## config.mk

```make
export PLATFORM = sky130hd
export DESIGN_NAME = alu_mode_sequencer_flat
export DESIGN_NICKNAME = d
export VERILOG_FILES = /design/src/rtl/alu_mode_sequencer_if.sv /design/src/rtl/alu_mode_sequencer.sv /design/src/flat_wrapper.sv
export SDC_FILE = /design/constraint.sdc
export NUM_CORES = 1
export LEC_CHECK = 0
export ABC_CLOCK_PERIOD_IN_PS = 5600
export CAP_MARGIN = 40
export CORE_ASPECT_RATIO = 1.4
export CORE_MARGIN = 8
export CORE_UTILIZATION = 60
export DETAILED_ROUTE_END_ITERATION = 10
export PLACE_DENSITY = 0.84
export SLEW_MARGIN = 25
export SYNTH_ARGS = -nofsm -noshare
export SYNTH_HDL_FRONTEND = slang
export SYNTH_SLANG_ARGS = --single-unit
```

## constraint.sdc

```tcl
create_clock -name clk -period 5.6 [get_ports clk]
set_input_delay 1.12 -clock clk [delete_from_list [all_inputs] [get_ports clk]]
set_output_delay 1.12 -clock clk [all_outputs]
set_load 0.005 [all_outputs]
```

## src/rtl/alu_mode_sequencer_if.sv

```systemverilog
// alu_mode_sequencer_if: board switch inputs and sequenced ALU/display outputs
interface alu_mode_sequencer_if;
    logic [9:0] DIP_input;
    logic [5:0] PUSHSW_input;
    logic [9:0] operand;
    logic [2:0] mode;
    logic       display_en;
    logic       cmd_pulse;
    modport master (output DIP_input, PUSHSW_input, input operand, mode, display_en, cmd_pulse);
    modport slave (input DIP_input, PUSHSW_input, output operand, mode, display_en, cmd_pulse);
endinterface

```

## src/rtl/alu_mode_sequencer.sv

```systemverilog
// alu_mode_sequencer: debounced push-button command front-end for the 7-op ALU with display settle gating.
// Optional AUTO_SCAN_EN: an idle dwell of SCAN_CYCLES in SHOW issues an internal NEXT command.
module alu_mode_sequencer #(
    parameter int DEBOUNCE_CYCLES = 16,
    parameter int SETTLE_CYCLES   = 4,
    parameter int SCAN_CYCLES     = 1024
) (
    input logic clk,
    input logic rst,
    alu_mode_sequencer_if.slave bus
);
    localparam int DW = $clog2(DEBOUNCE_CYCLES + 1);
    localparam int SW = $clog2(SETTLE_CYCLES + 1);
    typedef enum logic {SETTLE, SHOW} state_t;
    if (DEBOUNCE_CYCLES < 2) begin : g_bad_debounce
        $error("DEBOUNCE_CYCLES must be at least 2");
    end
    if (SETTLE_CYCLES < 1) begin : g_bad_settle
        $error("SETTLE_CYCLES must be at least 1");
    end
    if (SCAN_CYCLES < 1) begin : g_bad_scan
        $error("SCAN_CYCLES must be at least 1");
    end
    state_t state;
    logic [5:0] sync1, sync2, level, flip, press;
    logic [DW-1:0] db_cnt [6];
    logic [SW-1:0] settle_cnt;
    logic [9:0] operand;
    logic [2:0] mode, btn, next_mode;
    logic display_en, cmd_pulse, btn_cmd, auto_fire, cmd;
    always_comb begin
        for (int i = 0; i < 6; i++) flip[i] = sync2[i] != level[i] && db_cnt[i] == DW'(DEBOUNCE_CYCLES - 1);
    end
    // a press is an accepted-level flip towards 1; lowest index wins
    assign press = flip & sync2;
    always_comb begin
        btn = 3'd0;
        for (int i = 5; i >= 0; i--) if (press[i]) btn = 3'(i);
    end
    assign btn_cmd = |press;
`ifdef AUTO_SCAN_EN
    localparam int CW = $clog2(SCAN_CYCLES + 1);
    logic [CW-1:0] dwell;
    assign auto_fire = state == SHOW && !btn_cmd && dwell == CW'(SCAN_CYCLES - 1);
    always_ff @(posedge clk) begin
        if (rst || state != SHOW || btn_cmd || auto_fire) dwell <= '0;
        else dwell <= dwell + 1'b1;
    end
`else
    assign auto_fire = 1'b0;
`endif
    assign cmd = btn_cmd | auto_fire;
    assign next_mode = (!btn_cmd || btn == 3'd5) ? (mode == 3'd6 ? 3'd0 : mode + 3'd1) : btn;
    always_ff @(posedge clk) begin
        if (rst) begin
            sync1 <= '0;
            sync2 <= '0;
            level <= '0;
            for (int i = 0; i < 6; i++) db_cnt[i] <= '0;
            state <= SETTLE;
            settle_cnt <= SW'(SETTLE_CYCLES - 1);
            mode <= 3'd0;
            operand <= '0;
            display_en <= 1'b0;
            cmd_pulse <= 1'b0;
        end else begin
            sync1 <= bus.PUSHSW_input;
            sync2 <= sync1;
            for (int i = 0; i < 6; i++) begin
                if (sync2[i] == level[i]) db_cnt[i] <= '0;
                else if (flip[i]) begin
                    level[i] <= sync2[i];
                    db_cnt[i] <= '0;
                end else db_cnt[i] <= db_cnt[i] + 1'b1;
            end
            cmd_pulse <= cmd;
            if (cmd) begin
                mode <= next_mode;
                operand <= bus.DIP_input;
                state <= SETTLE;
                settle_cnt <= SW'(SETTLE_CYCLES - 1);
                display_en <= 1'b0;
            end else begin
                if (mode == 3'd7) mode <= 3'd0;
                if (state == SETTLE) begin
                    if (settle_cnt == '0) begin
                        state <= SHOW;
                        display_en <= 1'b1;
                    end else settle_cnt <= settle_cnt - 1'b1;
                end
            end
        end
    end
    assign bus.operand = operand;
    assign bus.mode = mode;
    assign bus.display_en = display_en;
    assign bus.cmd_pulse = cmd_pulse;
endmodule

```

## src/flat_wrapper.sv

```systemverilog
// flat-port wrapper written by rule: the top's interface ports become plain ports
module alu_mode_sequencer_flat 
#(
    parameter int DEBOUNCE_CYCLES = 16,
    parameter int SETTLE_CYCLES   = 4,
    parameter int SCAN_CYCLES     = 1024
)
  (clk, rst, bus_DIP_input, bus_PUSHSW_input, bus_operand, bus_mode, bus_display_en, bus_cmd_pulse);
  alu_mode_sequencer_if bus_i ();
  input logic clk;
  input logic rst;
  input wire logic [$bits(bus_i.DIP_input)-1:0] bus_DIP_input;
  input wire logic [$bits(bus_i.PUSHSW_input)-1:0] bus_PUSHSW_input;
  output wire logic [$bits(bus_i.operand)-1:0] bus_operand;
  output wire logic [$bits(bus_i.mode)-1:0] bus_mode;
  output wire logic [$bits(bus_i.display_en)-1:0] bus_display_en;
  output wire logic [$bits(bus_i.cmd_pulse)-1:0] bus_cmd_pulse;
  assign bus_i.DIP_input = bus_DIP_input;
  assign bus_i.PUSHSW_input = bus_PUSHSW_input;
  assign bus_operand = bus_i.operand;
  assign bus_mode = bus_i.mode;
  assign bus_display_en = bus_i.display_en;
  assign bus_cmd_pulse = bus_i.cmd_pulse;
  alu_mode_sequencer #(.DEBOUNCE_CYCLES(DEBOUNCE_CYCLES), .SETTLE_CYCLES(SETTLE_CYCLES), .SCAN_CYCLES(SCAN_CYCLES)) u_core (.clk(clk), .rst(rst), .bus(bus_i));
endmodule
```

# Word level (Yosys, flattened, before mapping)
# Memory sizes are Yosys's and may differ from the RTL's.
# Cells that the tools add are included.
[word_totals] rom_bits=0 reg_bits=37 ramBits=30 elab_cells=189 memories=1 input_bits=18 out_inout_bits=15 latch_bits=0
[mem_list] memory="u_core.db_cnt" words=6 width=5 rd=6 rd_clocked_by_memory_dff=0 write_ports=6 line_no="alu_mode_sequencer.sv:26" rtl="logic [DW-1:0] db_cnt [6];"
[op_classes] shifts=0 n_mul=0 n_lt_le_gt_ge=0 eq_ne=21 addsub=8 n_bitwise=27 n_reduce_logical=20 muxes=98 n_div=0
[op_table] operator="5-bit 2-to-1 mux" n=18
[op_table] operator="1-bit 2-to-1 mux" n=70
[op_table] operator="5-bit by 1-bit adder with 5-bit output, second input constant" n=6
[op_table] operator="5-bit by 4-bit equality test with 1-bit output, second input constant" n=6
[op_table] operator="3-bit 2-to-1 mux" n=10
[op_table] operator="1-bit OR" n=18
[op_table] operator="2-bit AND reduction" n=8
[op_table] operator="3-bit equality test, second input constant" n=3
[op_table] operator="1-bit inverter" n=8
[op_table] operator="7-bit OR reduction" n=1
[op_table] operator="6-bit bitwise AND" n=1
[op_table] operator="1-bit equality test" n=6
[op_table] operator="1-bit logical AND" n=6
[op_table] operator="1-bit inequality test" n=6
[op_table] operator="6-bit OR reduction" n=1
[op_table] operator="3-bit by 1-bit adder with 3-bit output, second input constant" n=1
[op_table] operator="3-bit logical NOT" n=1
[op_table] operator="3-bit by 1-bit subtractor with 3-bit output, second input constant" n=1
[op_table] operator="2-bit nonzero test" n=1
[op_table] operator="1-bit logical NOT" n=1
[op_table] operator="1-bit logical OR" n=1

# Depth between registers and ports, before layout
# Gate-level depths: netlist of the first run.
# An unclocked memory read counts as a cell.
[depth] word_depth=14 depth_mapped=8 depth_no_buf=7

# Least setup slack after synthesis of the first run
# No wires, ideal clock.
[synth_timing] path_kind="reg2reg" start="mem u_core.db_cnt[0][0] (netlist name)" end="reg u_core.mode[0], in the netlist u_core.bus.mode[0]" n_path_buf=0 path_stages_with_launch=8 setup_time_ns=0.092 setup_slack_ns=3.466 arrival_time_ns=2.042 period_less_slack_ns=2.134 t_required_ns=5.508 path_cell_list="edfxtp_1 ha_1 and3_1 ha_1 and3b_1 or3_4 or3_4 o32ai_1"
[synth_rtl] item="from (decl)" line_no="alu_mode_sequencer.sv:26"
[synth_rtl] item="to (signal assigned)" line_no="alu_mode_sequencer.sv:78" rtl="mode <= next_mode;"
[synth_rtl] item="to (decl)" line_no="alu_mode_sequencer.sv:29" rtl="logic [2:0] mode, btn, next_mode;"

# Worst setup path in the final report of the first run
[layout_timing] start="reg u_core.mode[2], in the netlist u_core.bus.mode[2]" end="out bus_mode[2]"
[layout_rtl] item="to (decl)" line_no="flat_wrapper.sv:15" rtl="output wire logic [$bits(bus_i.mode)-1:0] bus_mode;"
# No word-level cell between the ends.

==> results of run 1 <==
[path summary, 6_finish.rpt]
path | start | endpoint | slack [ns]
worst max register to register | u_core.db_cnt[0][0] | u_core.bus.mode[0] | 3.21
worst min register to register | u_core.sync1[4] | u_core.sync2[4] | 0.44
worst min-delay path | u_core.sync1[4] | u_core.sync2[4] | 0.44
worst max-delay path | u_core.bus.mode[2] | bus_mode[2] | 3.17
[cell type report]
class	instances	area share
Inverter	17	0.0176
Tap cell	64	0.0221
Timing Repair Buffer	34	0.0935
Clock buffer	9	0.0342
Clock inverter	7	0.0190
Multi-Input combinational cell	214	0.361
Sequential cell	67	0.453
[routing by layer]
layer,GRT usage,part of all wire,vias up
li1,-,-,1055
met1,0.161,0.39,941
met2,0.281,0.56,27
met3,0.0325,0.031,11
met4,0.105,0.026,0
met5,0,0,-
[power by group through the flow]
stage	combinational [µW]	clock, µW	sequential [µW]
after global routing	96.2	412	551
after detailed placement	83.0	0	560
after floorplan	56.6	0	557
final	85.0	384	549
after global placement	79.1	0	558
after CTS	84.2	391	549
[through the flow]
stage / cell area [µm²] / cells
final: 3630 / 412
after global routing: 3630 / 412
after CTS: 3610 / 411
after detailed placement: 3420 / 395
after global placement: 3420 / 395
after floorplan: 3040 / 306
[state kept, by name, summed over array words and instances (netlist names)]
register	count
u_core.bus.mode	3
u_core.settle_cnt	3
u_core.bus.operand	10
u_core.bus.display_en	1
u_core.sync1	6
u_core.sync2	6
u_core.bus.cmd_pulse	1
u_core.db_cnt	30
u_core.state	1
u_core.level	6
[cell usage in the layout (no fill, tap or decap), types with 2 or more instances in the layout]
cell and instances:
inv_1 17, o21ai_1 3, dfxtp_1 37, mux2i_1 6
clkinv_2 3, xor2_1 6, clkinvlp_4 2, and3b_1 2
a21oi_1 16, or3_1 6, nand3b_1 5, nand2_1 4
ha_1 15, nand2b_1 4, clkdlybuf4s50_1 32, nor3_1 2
nand3_1 17, or3_4 2, conb_1 30, xnor2_1 13
nor2b_1 14, clkbuf_8 9, nor2_1 40, o21ai_0 9
and3_1 7, edfxtp_1 30
[kinds of logic (layout without fill, tap and decap cells)]
kind of cell,count (synthesis),count (layout),share of synthesized area
fa+ha+maj,15,15,0.0640
buf+inv,25,67,0.0324
simple gates,109,109,0.196
flops,67,67,0.560
xor+xnor,19,19,0.0568
other cells,1,30,0.00128
compound gates,35,35,0.0687
mux,6,6,0.0205
==> impl_metrics.toml, run 1 <==
[sta]
drv_slew = 0
clock_skew_ns = 0.00739
rsz0062_at_grt = "false"
relSlewSlack = 0.528
tns_ns = 0
fmax_mhz = 412
worst_slack_ns = 3.17
period_minus_slack_ns = 2.43
setup_viol = 0
hold_slack_ns = 0.442
period_share = 0.433
tightest_slew_ns = 0.705
final_hold_viol_count = 0

[place]
portBuffers = 32
hpwl_mm = 3.99
place.gp.congestion = 0.755
pre_cts_slack_ns = 2.47

[power_and_ir_drop]
p_total_uw = 1020
power_density_nw_per_um2 = 281
seqPwrFrac = 0.539
comb_power_share = 0.083
power.leakage_uw = 0.00145
clkPwrFrac = 0.378
power_report.internal_total_uw = 783
switchingPower_uw = 235
ir_worst_vdd_uv = 229
swShare = 0.230

[setup_path]
endpoint_kind = "output port"
crit_chain = "clkdlybuf4s50_1"
cp_max_fo = 6
cp.required_ns = 4.48
cp.depth = 1
critical_path.max_stage_delay_ns = 0.54
cp_top_family = "buffers and inverters"
reg2reg_depth = 7
cp_slowest_cell = "clkdlybuf4s50_1"
critPathArrivalTime_ns = 1.31
crit_type = "flip-flop to output port"
path_buf_inv = 1
cp-start-kind = "flip-flop"

[synthesis]
yosysTopAreaCell = "edfxtp_1"
synth_top_cells_by_area = "edfxtp_1, dfxtp_1, ha_1"
synth_flop_cell = "dfxtp_1"
yosys-top-cells-count = "nor2_1, dfxtp_1, edfxtp_1"
synth-seq-area-share = 0.560
ys_types = 37
avgSynthCellArea_um2 = 10.6
synth_edf_count = 30
ys_async_sr_fraction = 0
yosysMostFrequentCell = "nor2_1"
synth_top_area_frac = 0.307
ys_ff_latch = 67
synth_warnings = 0
synth_area_um2 = 2930
netlist_instances = 277

[clock_network]
tritoncts = "built"
post-cts-setup-buffer-count = 0
cts_sinks = 67
clk_pin_slew_ns = 0.07
cts_resized = 0
insertion_delay_ns = 0.34
cts_made_buffers = 9
clockBufferDepth = 2
root_buffer = "clkbuf_8"
htreeDepth = 3
hold_buffers = 0

[grt]
grt_max_degree = 28
grt_first_pass_wirelength_mm = 8.94
grt_pass1_vias = 2023
track_usage = 0.160
antenna_found_initial = 0
grt.overflow.total = 0

[outcome]
status = "finished, final reports clean"

[routing]
dr.pass1.iters = 4
post_drt_via_cell_ratio = 4.94
drt_iter0_markers = 114
wl_mm = 5.43
routedWlPerCell_um = 13.2
drcViolationCount = 0
route.antenna.remaining_nets = 0
num_vias = 2034

[worst_hold_path]
hold_path.class = "flip-flop to flip-flop"
hold_depth = 1

[final_layout]
nFillCells = 352
drive_gt1_frac = 0.0690
final_util = 0.761
diodes = 0
multi_input_area_um2 = 1310
regArea_um2 = 1640
fin_nets = 376
syn_to_final_growth_pct = 23.7

[die]
placementRows = 30
ioPinCount = 33
start_util = 0.615
core-area_um2 = 4770
fp.dieH_um = 98.7
die_x_um = 75.1
die_area_um2 = 7410

[run]
maxCapViolations = 0
No activity file was read; power rests on OpenSTA's default activity.
==> run 2: changes to the inputs <==
--- a/config.mk
+++ b/config.mk
@@ -5,13 +5,13 @@
 export SDC_FILE = /design/constraint.sdc
 export NUM_CORES = 1
 export LEC_CHECK = 0
-export ABC_CLOCK_PERIOD_IN_PS = 5600
+export ABC_CLOCK_PERIOD_IN_PS = 2500
 export CAP_MARGIN = 40
 export CORE_ASPECT_RATIO = 1.4
 export CORE_MARGIN = 8
-export CORE_UTILIZATION = 60
+export CORE_UTILIZATION = 55
 export DETAILED_ROUTE_END_ITERATION = 10
-export PLACE_DENSITY = 0.84
+export PLACE_DENSITY = 0.78
 export SLEW_MARGIN = 25
 export SYNTH_ARGS = -nofsm -noshare
 export SYNTH_HDL_FRONTEND = slang
==> constraint.sdc (replaced) <==
create_clock -name clk -period 2.5 [get_ports clk]
set_input_delay 0.5 -clock clk [delete_from_list [all_inputs] [get_ports clk]]
set_output_delay 0.5 -clock clk [all_outputs]
set_load 0.005 [all_outputs]
==> run 2 against run 1 <==
  * Highest routed layer unchanged
  * Critical path depth up 6
  * Total power up 130%
  * Utilization down 5.2 points
  * Final area up 0.76%
  * Via count up 0.59%
  * Wire length down 5.4%
  * Register-to-register slack worse by 3.0 ns
  * Die area up 7.4%
  * Combinational power up 120%
  * Critical path type is now flip-flop to flip-flop
  * Cell count up 0.97%
  * Clock-buffer cell count up 7
  * Sequential cell count unchanged
==> impl_metrics.toml, run 2 (synthesis results as in run 1) <==
[grt]
antenna_found_initial = 0
grt_max_degree = 30
grt_first_pass_wirelength_mm = 8.99
track_usage = 0.141
grt.overflow.total = 0
grt_pass1_vias = 2108

[clock_network]
cts_sinks = 67
tritoncts = "built"
cts_resized = 0
root_buffer = "clkbuf_8"
clockBufferDepth = 2
cts_made_buffers = 9
hold_buffers = 0
clk_pin_slew_ns = 0.07
htreeDepth = 3
insertion_delay_ns = 0.34
post-cts-setup-buffer-count = 0

[final_layout]
diodes = 0
nFillCells = 408
largest_register_ffs = 30
mostFrequentLayoutCells = "nor2_1, dfxtp_1, clkdlybuf4s50_1, edfxtp_1, conb_1"
fin_nets = 378
regArea_um2 = 1640
layout_top_registers = "u_core.db_cnt: 30 flops, u_core.bus.operand: 10 flops"
final_common_cell = "nor2_1"
syn_to_final_growth_pct = 24.6
multi_input_area_um2 = 1300
drive_gt1_frac = 0.0657
final_util = 0.708
design_area_um2 = 3650
regMostFlops = "u_core.db_cnt"

[worst_hold_path]
hold_path.class = "flip-flop to flip-flop"
holdPathEnd = "u_core.sync2[5]"
hold_depth = 1
worst_hold_startpoint = "u_core.sync1[5]"

[sta]
setup_viol = 0
drv_slew = 0
period_share = 0.926
final_hold_viol_count = 0
fmax_mhz = 432
rsz0062_at_grt = "false"
hold_slack_ns = 0.438
tns_ns = 0
clock_skew_ns = 0.00564
worst_slack_ns = 0.186
period_minus_slack_ns = 2.31

[routing]
drcViolationCount = 0
routedWlPerCell_um = 12.4
wl_mm = 5.14
route.antenna.remaining_nets = 0
dr.pass1.iters = 4
drt_iter0_markers = 72
num_vias = 2046
post_drt_via_cell_ratio = 4.92

[setup_path]
cp-startpoint = "u_core.db_cnt[0][0]"
endpoint_kind = "flip-flop"
crit_type = "flip-flop to flip-flop"
critPathArrivalTime_ns = 2.56
timing.rr.start = "u_core.db_cnt[0][0]"
cp_max_fo = 12
reg2reg_depth = 7
cp.required_ns = 2.75
worst-r2r-setup-slack_ns = 0.19
cp-start-kind = "flip-flop"
timing.rr.end = "u_core.bus.mode[0]"

[die]
start_util = 0.568
core-area_um2 = 5160
fp.dieH_um = 102
die_x_um = 77.7
ioPinCount = 33
placementRows = 31
die_area_um2 = 7960

[power_and_ir_drop]
power.leakage_uw = 0.00147
ir_worst_vdd_uv = 600
power_density_nw_per_um2 = 636

[place]
place.gp.congestion = 0.796
pre_cts_slack_ns = 0.195
place_area_um2 = 3440
hpwl_mm = 3.77
portBuffers = 32

[run]
maxCapViolations = 0

[outcome]
status = "finished, final reports clean"
## run 2: changes by cell type in the layout (fill, tap and decap cells not counted), sizes merged
| cell | change |
|---|---|
| bufinv | -1 |
| buf | +2 |
| clkinvlp | -2 |
| clkinv | -4 |
| clkbuf | +7 |
## run 2: metal layers
metal | vias to the layer above | track usage | share of wire
met2 | 27 | 0.246 | 0.51
li1 | 1059 | - | -
met4 | 0 | 0.0991 | 0.044
met1 | 943 | 0.146 | 0.42
met5 | - | 0 | 0
met3 | 17 | 0.0352 | 0.029
## run 2: cell type report
class,count,share of cell area
clock buffer,16,0.0579
tap,66,0.0226
sequential,67,0.449
timing repair buffer,36,0.0959
inverter,17,0.0175
multi-input combinational,214,0.357
## run 2: stage by stage
stage / total power, µW / std cells
global route: 2430 / 416
detailed placement: 1440 / 400
finish: 2330 / 416
floorplan: 1370 / 306
global placement: 1430 / 400
CTS: 2350 / 416
## run 2: worst max path at each step
| stage | to |
|---|---|
| after floorplan | u_core.bus.mode[0] |
| after global placement | u_core.bus.mode[0] |
| after detailed placement | u_core.bus.mode[0] |
| after CTS | u_core.bus.mode[0] |
| after global routing | u_core.bus.mode[0] |
| final | u_core.bus.mode[0] |
## run 2: worst max-delay path, stage by stage, from the launching register on
cell,delay (ns)
edfxtp_1,0.41
ha_1,0.24
and3_1,0.19
ha_1,0.23
and3b_1,0.21
or3_4,0.46
or3_4,0.37
o32ai_1,0.12
## run 2: power breakdown
part	internal (µW)	leakage (µW)	switching, µW
clock	531	0.000108	379
sequential	1200	0.000611	30.0
combinational	100	0.000750	86.8
total	1830	0.00147	495
==> RTL change (config.mk and constraints of run 2) <==
`DEBOUNCE_CYCLES` is set to 16 in 2 places; all go to 32.
--- a/src/rtl/alu_mode_sequencer.sv
+++ b/src/rtl/alu_mode_sequencer.sv
@@ -1,7 +1,7 @@
 // alu_mode_sequencer: debounced push-button command front-end for the 7-op ALU with display settle gating.
 // Optional AUTO_SCAN_EN: an idle dwell of SCAN_CYCLES in SHOW issues an internal NEXT command.
 module alu_mode_sequencer #(
-    parameter int DEBOUNCE_CYCLES = 16,
+    parameter int DEBOUNCE_CYCLES = 32,
     parameter int SETTLE_CYCLES   = 4,
     parameter int SCAN_CYCLES     = 1024
 ) (
--- a/src/flat_wrapper.sv
+++ b/src/flat_wrapper.sv
@@ -1,7 +1,7 @@
 // flat-port wrapper written by rule: the top's interface ports become plain ports
 module alu_mode_sequencer_flat 
 #(
-    parameter int DEBOUNCE_CYCLES = 16,
+    parameter int DEBOUNCE_CYCLES = 32,
     parameter int SETTLE_CYCLES   = 4,
     parameter int SCAN_CYCLES     = 1024
 )
Behaviour: no difference found for any inputs over 10 cycles, from zero or initial values and one cycle with rst high; that may be too few to reach the edited logic, so the function may still have changed.
==> RTL change against run 2 <==
  * Cell count rose by 14%
  * Sequential cell count rose by 6
  * Global-route usage increased by 0.47 points
  * Total power up 18%
  * Synthesized area increased by 14%
  * Cell area rose by 13%
  * Critical path depth is 1 lower
  * Routed wire length increased by 16%
  * Core utilization decreased by 0.31 points
  * Worst setup slack better by 0.093 ns
==> RTL change: results (changes against run 2) <==
Yosys
  – Register area share after synthesis: 54.4% (was 56.0%)
  – Biggest area contributors in the synthesized netlist: sky130_fd_sc_hd__edfxtp_1 32%, sky130_fd_sc_hd__dfxtp_1 22%, sky130_fd_sc_hd__nor2_1 6.3% (was sky130_fd_sc_hd__edfxtp_1 31%, sky130_fd_sc_hd__dfxtp_1 25%, sky130_fd_sc_hd__ha_1 6.4%)
  – Predominant post-synthesis flop cell: sky130_fd_sc_hd__dfxtp_1 (unchanged)
  – Distinct cell type count after synthesis: 45 (was 37)
  – Share of the synthesized area in the top cell type: 32.3% (was 30.7%)
  – Cell types with the highest counts after synthesis: 56 x sky130_fd_sc_hd__nor2_1, 37 x sky130_fd_sc_hd__dfxtp_1, 36 x sky130_fd_sc_hd__edfxtp_1 (was 40 x sky130_fd_sc_hd__nor2_1, 37 x sky130_fd_sc_hd__dfxtp_1, 30 x sky130_fd_sc_hd__edfxtp_1)
  – Number of warnings issued by yosys: 0 (unchanged)
  – Number of enable flip-flop cells after synthesis: 36 (was 30)

Route
  – Vias per cell: 5.04 (was 4.92)
  – Final routed wire length divided by cell count: 12.6 µm (was 12.4 µm)
  – Met3 wire length: 194 µm (was 150 µm)
  – Starting DRC count in detailed routing: 143 (was 72)
  – Sum of met2 wire segment lengths after detailed routing: 3.09 mm (was 2.62 mm)
  – Highest metal layer used by the detailed router: met4 (unchanged)
  – Routed metal-1 wire length: 2.52 mm (was 2.15 mm)

Global routing
  – Number of antenna violations at the first check in global routing: 0 (unchanged)
  – Met3 GRT Util: 3.82% (was 3.52%)
  – Largest net degree at the start of global routing: 17 (was 30)
  – Met1 Track Usage GR: 15.8% (was 14.6%)
  – Vias in the first global route: 2393 (was 2108)
  – Global-route wire length before repair: 10.1 mm (was 8.99 mm)
  – Total routing resource utilization after global routing: 14.6% (was 14.1%)
  – Met2 track demand over resource in global routing: 24.8% (was 24.6%)

Power
  – Peak VDD IR: 0.399 mV (was 0.600 mV)
  – Int Pwr: 0.00218 W (was 0.00183 W)
  – Leak Pwr: 1.59 nW (was 1.47 nW)

Clock tree
  – Clock transition at path regs: 0.08 ns
  – Setup bufs post-CTS: 0 (unchanged)
  – H-Tree Depth: 3 (unchanged)
  – Number of buffers inserted during clock tree synthesis: 9 (unchanged)
  – Root Buffer Master: sky130_fd_sc_hd__clkbuf_8 (unchanged)

Cells and area
  – Fraction of layout instances using a drive strength above 1: 8.44% (was 6.57%)
  – Count of filler cells inserted in the layout: 463 (was 408)
  – Regs by FF count: u_core.db_cnt (36), u_core.bus.operand (10) (was u_core.db_cnt (30), u_core.bus.operand (10))
  – Net count of the finished layout: 425 (was 378)

Status
  – Outcome: finished, final reports clean (unchanged)

Placed design
  – Final weighted congestion in routability-driven placement: 0.795 (was 0.796)
  – DPL Wire Length: 4.30 mm (was 3.77 mm)

STA
  – Fin Clk Skew: 0.0116 ns (was 0.00564 ns)

Critical path
  – Slowest CP cell: sky130_fd_sc_hd__nor3_1 (was sky130_fd_sc_hd__or3_4)
  – Largest fanout on the critical path: 11 (was 12)
  – Arrival time reported for the critical path endpoint: 2.51 ns (was 2.56 ns)
RTL change: cells by family after synthesis:
logic type / Yosys count / share of synthesized area, %
other cells: 1 / 0.112
simple gates: 154 / 24.5
compound gates: 36 / 6.28
mux: 5 / 1.49
flops: 73 / 54.4
fa+ha+maj: 9 / 3.36
xor+xnor: 29 / 7.59
buf+inv: 18 / 2.28
RTL change: path summary, 6_finish.rpt:
check,from,endpoint,slack [ns],cells past startpoint
max,u_core.db_cnt[0][24],u_core.bus.display_en,0.28,6
min,u_core.sync1[3],u_core.sync2[3],0.44,1
max reg2reg,u_core.db_cnt[0][24],u_core.bus.display_en,0.28,6
min reg2reg,u_core.sync1[3],u_core.sync2[3],0.44,1
RTL change: power groups by stage:
stage	sequential [W]	combinational, W	clock [W]
finish	0.00135	0.000200	0.00119
global route	0.00136	0.000229	0.00125
CTS	0.00135	0.000202	0.00122
detailed placement	0.00138	0.000200	0
global placement	0.00138	0.000193	0
floorplan	0.00137	0.000141	0
RTL change: cell type report:
cell class | instances | area [µm²] | share of cell area [%]
Tap cell | 70 | 87.6 | 2.12
Clock inverter | 6 | 131 | 3.18
Multi-Input combinational cell | 269 | 1580 | 38.3
Sequential cell | 73 | 1820 | 44.1
Clock buffer | 10 | 128 | 3.09
Inverter | 9 | 33.8 | 0.817
Timing Repair Buffer | 36 | 350 | 8.47
RTL change: stage by stage:
step	setup WS (ns)	cell area [µm²]	hold slack, ns	std cells
6_report	0.278	4130	0.436	473
5_1_grt	0.141	4130	0.452	473
4_1_cts	0.295	4130	0.440	473
3_5_place_dp	0.331	3870	0.424	457
3_3_place_gp	0.344	3870	0.426	457
2_1_floorplan	0.646	3480	0.414	360
